File: config.mk
export PLATFORM = sky130hd
export DESIGN_NAME = inst_fetch
export DESIGN_NICKNAME = d
export VERILOG_FILES = /design/src/rtl/inst_fetch_pkg.sv /design/src/rtl/fetch_fifo.sv /design/src/rtl/inst_fetch.sv
export SDC_FILE = /design/constraint.sdc
export NUM_CORES = 1
export LEC_CHECK = 0
export ABC_AREA = 1
export CORE_UTILIZATION = 55
export DETAILED_ROUTE_END_ITERATION = 10
export GPL_TIMING_DRIVEN = 0
export HOLD_SLACK_MARGIN = 0.12
export PLACE_DENSITY_LB_ADDON = 0.12
export SETUP_SLACK_MARGIN = 0.4
export SLEW_MARGIN = 20
export SYNTH_ARGS = -nofsm -noshare
export SYNTH_HDL_FRONTEND = slang
export SYNTH_SLANG_ARGS = --single-unit
File: constraint.sdc
create_clock -name clk -period 7.68 [get_ports clk]
set_input_delay 1.536 -clock clk [delete_from_list [all_inputs] [get_ports clk]]
set_output_delay 1.536 -clock clk [all_outputs]
set_load 0.02 [all_outputs]
File: src/rtl/inst_fetch_pkg.sv
// Shared constants, payload types and helpers for the instruction fetch stage.
package inst_fetch_pkg;

   localparam int unsigned XLEN_WIDTH = 32;
   localparam logic [XLEN_WIDTH-1:0] INST_NOP = 32'h0000_0013;
   localparam logic [XLEN_WIDTH-1:0] DEFAULT_RESET_PC = 32'h0000_0000;

   // One buffered instruction paired with the address it was fetched from.
   typedef struct packed {
      logic [XLEN_WIDTH-1:0] addr;
      logic [XLEN_WIDTH-1:0] data;
   } fetch_entry_t;

   localparam int unsigned ENTRY_WIDTH = $bits(fetch_entry_t);

   // Force an address onto a word boundary.
   function automatic logic [XLEN_WIDTH-1:0] align_word(input logic [XLEN_WIDTH-1:0] a);
      return a & ~XLEN_WIDTH'(3);
   endfunction

endpackage

File: src/rtl/fetch_fifo.sv
// Two-entry synchronous FIFO with flush; head entry is visible on rdata.
module fetch_fifo #(
   parameter int unsigned WIDTH = 32
) (
   input  logic             clk,
   input  logic             rst_n,
   input  logic             push,
   input  logic             pop,
   input  logic             clear,
   input  logic [WIDTH-1:0] wdata,
   output logic [WIDTH-1:0] rdata,
   output logic             full,
   output logic             empty,
   output logic [1:0]       count
);

   logic [WIDTH-1:0] mem [2];
   logic             wr_ptr;
   logic             rd_ptr;
   logic             do_push;
   logic             do_pop;

   assign empty   = (count == 2'd0);
   assign full    = (count == 2'd2);
   assign do_pop  = pop && !empty;
   assign do_push = push && (!full || do_pop);
   assign rdata   = mem[rd_ptr];

   // Storage, pointers and occupancy; clear drops every entry.
   always_ff @(posedge clk or negedge rst_n) begin
      if (!rst_n) begin
         mem[0] <= '0;
         mem[1] <= '0;
         wr_ptr <= 1'b0;
         rd_ptr <= 1'b0;
         count  <= 2'd0;
      end else if (clear) begin
         wr_ptr <= 1'b0;
         rd_ptr <= 1'b0;
         count  <= 2'd0;
      end else begin
         if (do_push) begin
            mem[wr_ptr] <= wdata;
            wr_ptr      <= ~wr_ptr;
         end
         if (do_pop) begin
            rd_ptr <= ~rd_ptr;
         end
         count <= count + 2'(do_push) - 2'(do_pop);
      end
   end

endmodule

File: src/rtl/inst_fetch.sv
// Instruction fetch: PC, credit-limited memory requests, response pairing,
// two-entry output buffer and jump redirect with stale-response dropping.
module inst_fetch
   import inst_fetch_pkg::*;
#(
   parameter logic [XLEN_WIDTH-1:0] RESET_PC = DEFAULT_RESET_PC
) (
   input  logic                  clk,
   input  logic                  rst_n,
   output logic                  mem_req,
   output logic [XLEN_WIDTH-1:0] mem_addr,
   input  logic                  mem_gnt,
   input  logic                  mem_rvalid,
   input  logic [XLEN_WIDTH-1:0] mem_rdata,
   input  logic                  pause,
   input  logic                  jump_flag,
   input  logic [XLEN_WIDTH-1:0] jump_addr,
   output logic [XLEN_WIDTH-1:0] inst,
   output logic [XLEN_WIDTH-1:0] inst_addr,
   output logic                  inst_valid
);

   typedef enum logic [1:0] {IDLE, RUN, FLUSH} state_t;

   state_t                state;
   logic [XLEN_WIDTH-1:0] pc;
   logic [1:0]            drop_cnt;

   logic [XLEN_WIDTH-1:0] aq_head;
   logic                  aq_full;
   logic                  aq_empty;
   logic [1:0]            aq_count;

   fetch_entry_t          buf_head;
   fetch_entry_t          buf_wdata;
   logic                  buf_full;
   logic                  buf_empty;
   logic [1:0]            buf_count;

   logic                  grant;
   logic                  rsp;
   logic                  pop;
   logic                  credit;
   logic                  buf_push;
   logic [1:0]            jump_drop;

   // Handshakes; responses with nothing outstanding are ignored.
   assign grant = mem_req && mem_gnt;
   assign rsp   = mem_rvalid && !aq_empty;
   assign pop   = inst_valid && !pause;

   // At most two instructions in flight or buffered, counting this cycle's pop.
   assign credit  = (3'(aq_count) + 3'(buf_count) - 3'(pop)) < 3'd2;
   assign mem_req  = (state == RUN) && credit && !jump_flag;
   assign mem_addr = pc;

   // Responses land in the buffer only while running and not redirecting.
   assign buf_push  = rsp && (state == RUN) && !jump_flag;
   assign buf_wdata = '{addr: aq_head, data: mem_rdata};
   assign jump_drop = aq_count - 2'(rsp);

   assign inst_valid = !buf_empty;
   assign inst       = buf_empty ? INST_NOP : buf_head.data;
   assign inst_addr  = buf_empty ? '0 : buf_head.addr;

   // Addresses of granted requests, consumed by responses in grant order.
   fetch_fifo #(.WIDTH(XLEN_WIDTH)) u_addr_q (
      .clk   (clk),
      .rst_n (rst_n),
      .push  (grant),
      .pop   (rsp),
      .clear (1'b0),
      .wdata (pc),
      .rdata (aq_head),
      .full  (aq_full),
      .empty (aq_empty),
      .count (aq_count)
   );

   // Instruction/address pairs waiting for decode.
   fetch_fifo #(.WIDTH(ENTRY_WIDTH)) u_out_buf (
      .clk   (clk),
      .rst_n (rst_n),
      .push  (buf_push),
      .pop   (pop),
      .clear (jump_flag),
      .wdata (buf_wdata),
      .rdata (buf_head),
      .full  (buf_full),
      .empty (buf_empty),
      .count (buf_count)
   );

   // Fetch state, PC and stale-response drop counter; jump has top priority.
   always_ff @(posedge clk or negedge rst_n) begin
      if (!rst_n) begin
         state    <= IDLE;
         pc       <= RESET_PC;
         drop_cnt <= 2'd0;
      end else if (jump_flag) begin
         pc       <= align_word(jump_addr);
         drop_cnt <= jump_drop;
         state    <= (jump_drop != 2'd0) ? FLUSH : RUN;
      end else begin
         case (state)
            IDLE: state <= RUN;
            RUN: begin
               if (grant) pc <= pc + XLEN_WIDTH'(4);
            end
            FLUSH: begin
               if (drop_cnt == 2'd0) begin
                  state <= RUN;
               end else if (rsp) begin
                  drop_cnt <= drop_cnt - 2'd1;
                  if (drop_cnt == 2'd1) state <= RUN;
               end
            end
            default: state <= IDLE;
         endcase
      end
   end

   // Memory protocol and credit sanity.
   assert property (@(posedge clk) disable iff (!rst_n) mem_rvalid |-> !aq_empty);
   assert property (@(posedge clk) disable iff (!rst_n) grant |-> (!aq_full || rsp));
   assert property (@(posedge clk) disable iff (!rst_n) buf_push |-> (!buf_full || pop));

endmodule
# == Yosys cells after proc, flatten, opt, wreduce, memory -nomap -nowiden ==
# Index checks and enable logic that the tools add are counted.
# totals
ff_bits,236
out_inout_bits,98
inputBits,70
# classes
magnitude_cmp,7
bitwise_logic,9
eq_ne,9
muxes,32
n_addsub,9
n_reduce_logical,36
# op_table
op,n
32-bit two-way mux,9
64-bit two-way mux,4
128-bit bitwise mux,1
64-bit bitwise mux,1
64-bit demux with 1-bit select,1
"32-bit by 3-bit adder with 32-bit output, second input constant",1
32-bit demux with 1-bit select,1
2-bit two-way mux,10
2-bit nonzero test,7
1-bit logical AND,13
"2-bit greater-or-equal comparator, second input constant",4
2-bit logical NOT,4
"4-bit != test, second input constant",2
1-bit NOT with 2-bit output,4
"2-bit == test, second input constant",3
1-bit logical NOT,6
2-bit case mux with 3 select lines,1
3-bit AND reduction,2
2-bit by 1-bit subtractor with 2-bit output,3
1-bit NOT,5
2-bit by 1-bit adder with 2-bit output,2
"2-bit by 1-bit == test with 1-bit output, second input constant",2
"2-bit by 1-bit < comparator with 1-bit output, second input constant",2
1-bit two-way mux,4
other kinds (7),10

# == Logic depth before layout (Yosys ltp) ==
# depth
depth_word,11
depth_mapped,16
depth_no_buf,15

# == By module ==
# A second synthesis with hierarchy kept.
# unflattened
hier_cells,1765
area_unflattened_um2,13103.8
# modules_own_cells
mod,cells_each,n_inst,area_per_inst_um2
fetch_fifo at u_out_buf,811,1,6670.1
fetch_fifo at u_addr_q,426,1,3320.7
inst_fetch,528,1,3113.0

# == Least setup slack after synthesis ==
# Ideal clock, no wire load.
# synth_timing
path_type,input to output
start,input port pause
end,output port mem_req
stages,7
t_arrival_ps,2942
setup_slack_ps,3202
n_path_buf,0
required_time_ps,6144
cell_sequence,nor2_1 -> ha_1 -> inv_1 -> nand2_1 -> fa_1 -> nand3_1 -> nor2_2
# synth_between
elab_chain_cells,6
# synth_rtl
element,line_no,text
from (decl),inst_fetch.sv:15,"input logic pause,"
1-bit logical NOT,inst_fetch.sv:50,assign pop = inst_valid && !pause;
1-bit logical AND,inst_fetch.sv:50,
3-bit by 1-bit subtractor with 3-bit output,inst_fetch.sv:53,assign credit = (3'(aq_count) + 3'(buf_count) - 3'(pop)) < 3'd2;
3-bit by 2-bit < comparator with 1-bit output,inst_fetch.sv:53,
1-bit logical AND (2 in a row),inst_fetch.sv:54,assign mem_req = (state == RUN) && credit && !jump_flag;
to (decl),inst_fetch.sv:10,"output logic mem_req,"
# Every way passes these cells.

# == Final worst setup path ==
# Ends and elaborated chain as after synthesis.

==> qor.yml <==
finish:
  fin_area_mm2: 0.01377
  layout_common_cells: "nand2_1 (575), dfrtp_1 (226), clkdlybuf4s50_1 (160)"
  final_common_cell: "nand2_1"
  layout.nets: 1707
  final_core_util_pct: 70.77
  area_growth_pct: 26.15
  drive_gt1_share_pct: 6.444
  antenna_cells: 0
detailed_routing:
  drc: 0
  ant_nets: 0
  wirelength_um: 29170
  viasPerCell: 5.295
  vias: 10110
  drt_pass1_iterations: 5
  dr.first_iter.drc_count: 675
  routedWlPerCell_um: 15.27
pwr:
  power_density_mw_per_mm2: 353.4
  swShare_pct: 37.60
  internal_power_mw: 3.037
  power_frac_comb_pct: 35.7
  seq_power_share_pct: 39.5
  p_clk_share_pct: 24.8
  power.total_mw: 4.867
  leakagePower_nw: 6.679
  p_sw_mw: 1.830
  ir_worst_vdd_mv: 0.2072
grt:
  gr-usage-met1_pct: 38.89
  overflow: 0
  grt_pass1_wl_um: 47240
  grt_use_met2_pct: 50.39
  antenna_found_initial: 0
  met3_usage_pct: 2.951
  grt_pass1_vias: 9732
  grt.busiest_layer: "met2"
  grt_max_degree: 92
  track_usage_pct: 29.43
status:
  outcome: "completed"
timing:
  hold_slack_ns: 0.4659
  fmax_mhz: 173.7
  worst_pin_slew_ns: 0.7678
  rsz0062_at_grt: "false"
  hold_viol_final: 0
  min_period_ns: 5.756
  period_share_pct: 74.94
  finalClockSkew_ns: 0.01411
  slew-limit-headroom_pct: 48.81
  drv_slew: 0
  setup_viol: 0
  tns_ns: 0
clock_tree:
  cts_resized: 0
  cts-root-buf: "clkbuf_16"
  ctsHoldBuffers: 0
  clock_latency_ns: 0.52
  cts_max_path_buffers: 3
  cts_tree: "yes"
  htreeDepth: 1
  cts_sinks: 226
  cts_buffers: 24
  clkTransAtPathRegs_ns: 0.06
  cts_setup_buffers: 0
synth:
  synth-seq-cells: 226
  muxShareOfSynthArea_pct: 0
  synth_top_family_by_area: "simple AND/OR/NAND/NOR gates"
  yosysSeqAreaShare_pct: 51.80
  synth_ff_type: "dfrtp_1"
  synth_warnings: 0
  synth_area_mm2: 0.01092
  synth_compound_area_share_pct: 13.44
  synth_area_per_cell_um2: 7.608
  ys_types: 35
  async_flop_share_pct: 100.0
  synth_fa_ha_area_share_pct: 1.215
  synth-simple-area-share_pct: 25.40
  netlist_instances: 1435
  synth_xor_area_share_pct: 0.4011
  synth-edff-count: 0
floorplanning:
  start_util_pct: 56.10
  die_area_mm2: 0.02042
  core-area_mm2: 0.01946
  rows: 51
  dieHeight_um: 142.9
  boundaryPins: 168
  die_w_um: 142.9
setup_path:
  r2r_cells: 14
  critPathKind: "input pin to output port"
  critPathLaunchType: "input pin"
  cp-end-kind: "output port"
  worstPathMaxFanout: 4
  cp.required_ns: 6.14
  critPathArrivalTime_ns: 4.22
  r2r-start: "u_out_buf.count[1]"
  r2r_slack_ns: 4.44
  r2r-end: "mem_addr[29]"
placed_design:
  place_area_mm2: 0.01293
  dp_hpwl_um: 20440
  portBuffers: 161
  gp_congestion: 0.9601
min_path:
  min_path_type: "flop to flop"
  hold_depth: 2
  hold_start: "u_out_buf.mem[118]"
  min_to: "u_out_buf.mem[118]"
job:
  cap_violations: 0
==> worst max path at each step <==
stage	from	endpoint	slack (ns)
2_1_floorplan	pause	mem_req	3.20
3_3_place_gp	rst_n	mem_addr[28]	-4.27
3_5_place_dp	pause	mem_req	2.02
4_1_cts	pause	mem_req	1.96
5_1_grt	pause	mem_req	1.78
6_report	pause	mem_req	1.92
==> worst max-delay path: stages <==
cell and delay (ns):
clkdlybuf4s50_1 0.47, nor2_1 0.25, ha_1 0.29, inv_1 0.10, nand2_1 0.08, fa_1 0.49
nand3_1 0.18, nor2_2 0.19, clkdlybuf4s50_1 0.63
==> layout make-up <==
type                       count  area, um^2
clock inverter                10       111.4
multi-input combinational   1008        4432
buffer                        78       369.1
inverter                     126       473.0
sequential                   226        5655
tap                          265       331.6
clock buffer                  34       729.5
fill                        1622        5689
timing repair buffer         163        1672
==> power groups by stage <==
| stage | clock [mW] | combinational (mW) | sequential (mW) |
|---|---|---|---|
| after global routing | 1.27 | 1.95 | 1.97 |
| after floorplan | 0 | 1.07 | 1.91 |
| after detailed placement | 0 | 1.72 | 1.93 |
| after global placement | 0 | 1.67 | 1.91 |
| final | 1.21 | 1.74 | 1.92 |
| after CTS | 1.22 | 1.74 | 1.91 |
==> sequential cells by signal, summed over array words and instances (netlist names), 2 cells and up <==
register         count
u_addr_q.count       2
u_addr_q.mem        60
u_out_buf.mem      124
u_out_buf.count      2
state                2
mem_addr            30
drop_cnt             2
==> cell usage after synthesis (5+ instances only) <==
master / number / area share [%]
nand2_1: 575 / 20
dfrtp_1: 226 / 52
o21ai_1: 143 / 6.6
inv_1: 121 / 4.2
a21oi_1: 64 / 2.9
o21ai_0: 64 / 2.9
nor2_1: 59 / 2.0
nand3_1: 52 / 2.4
clkbuf_1: 35 / 1.2
buf_2: 34 / 1.6
ha_1: 9 / 1.0
o211ai_1: 8 / 0.55
buf_4: 7 / 0.48
inv_2: 5 / 0.17
==> cell families after synthesis <==
group,after synthesis
other cells,1
fa+ha+maj,10
simple gates,704
xor+xnor,5
buf+inv,204
compound gates,285
flops,226
==> layer usage <==
layer,part of all wire (%),vias to the layer above,wire length (um)
li1,-,4905,-
met1,43,4745,12470
met2,48,403,14030
met3,6.1,60,1791
met4,3.0,0,879
met5,0,-,0
==> through the flow <==
| stage | setup slack (ns) | instances |
|---|---|---|
| floorplan | 3.202 | 1438 |
| global route | 1.784 | 1910 |
| finish | 1.924 | 1910 |
| detailed placement | 2.019 | 1866 |
| global placement | -4.273 | 1864 |
| CTS | 1.965 | 1910 |
(Power assumes the default switching activity.)
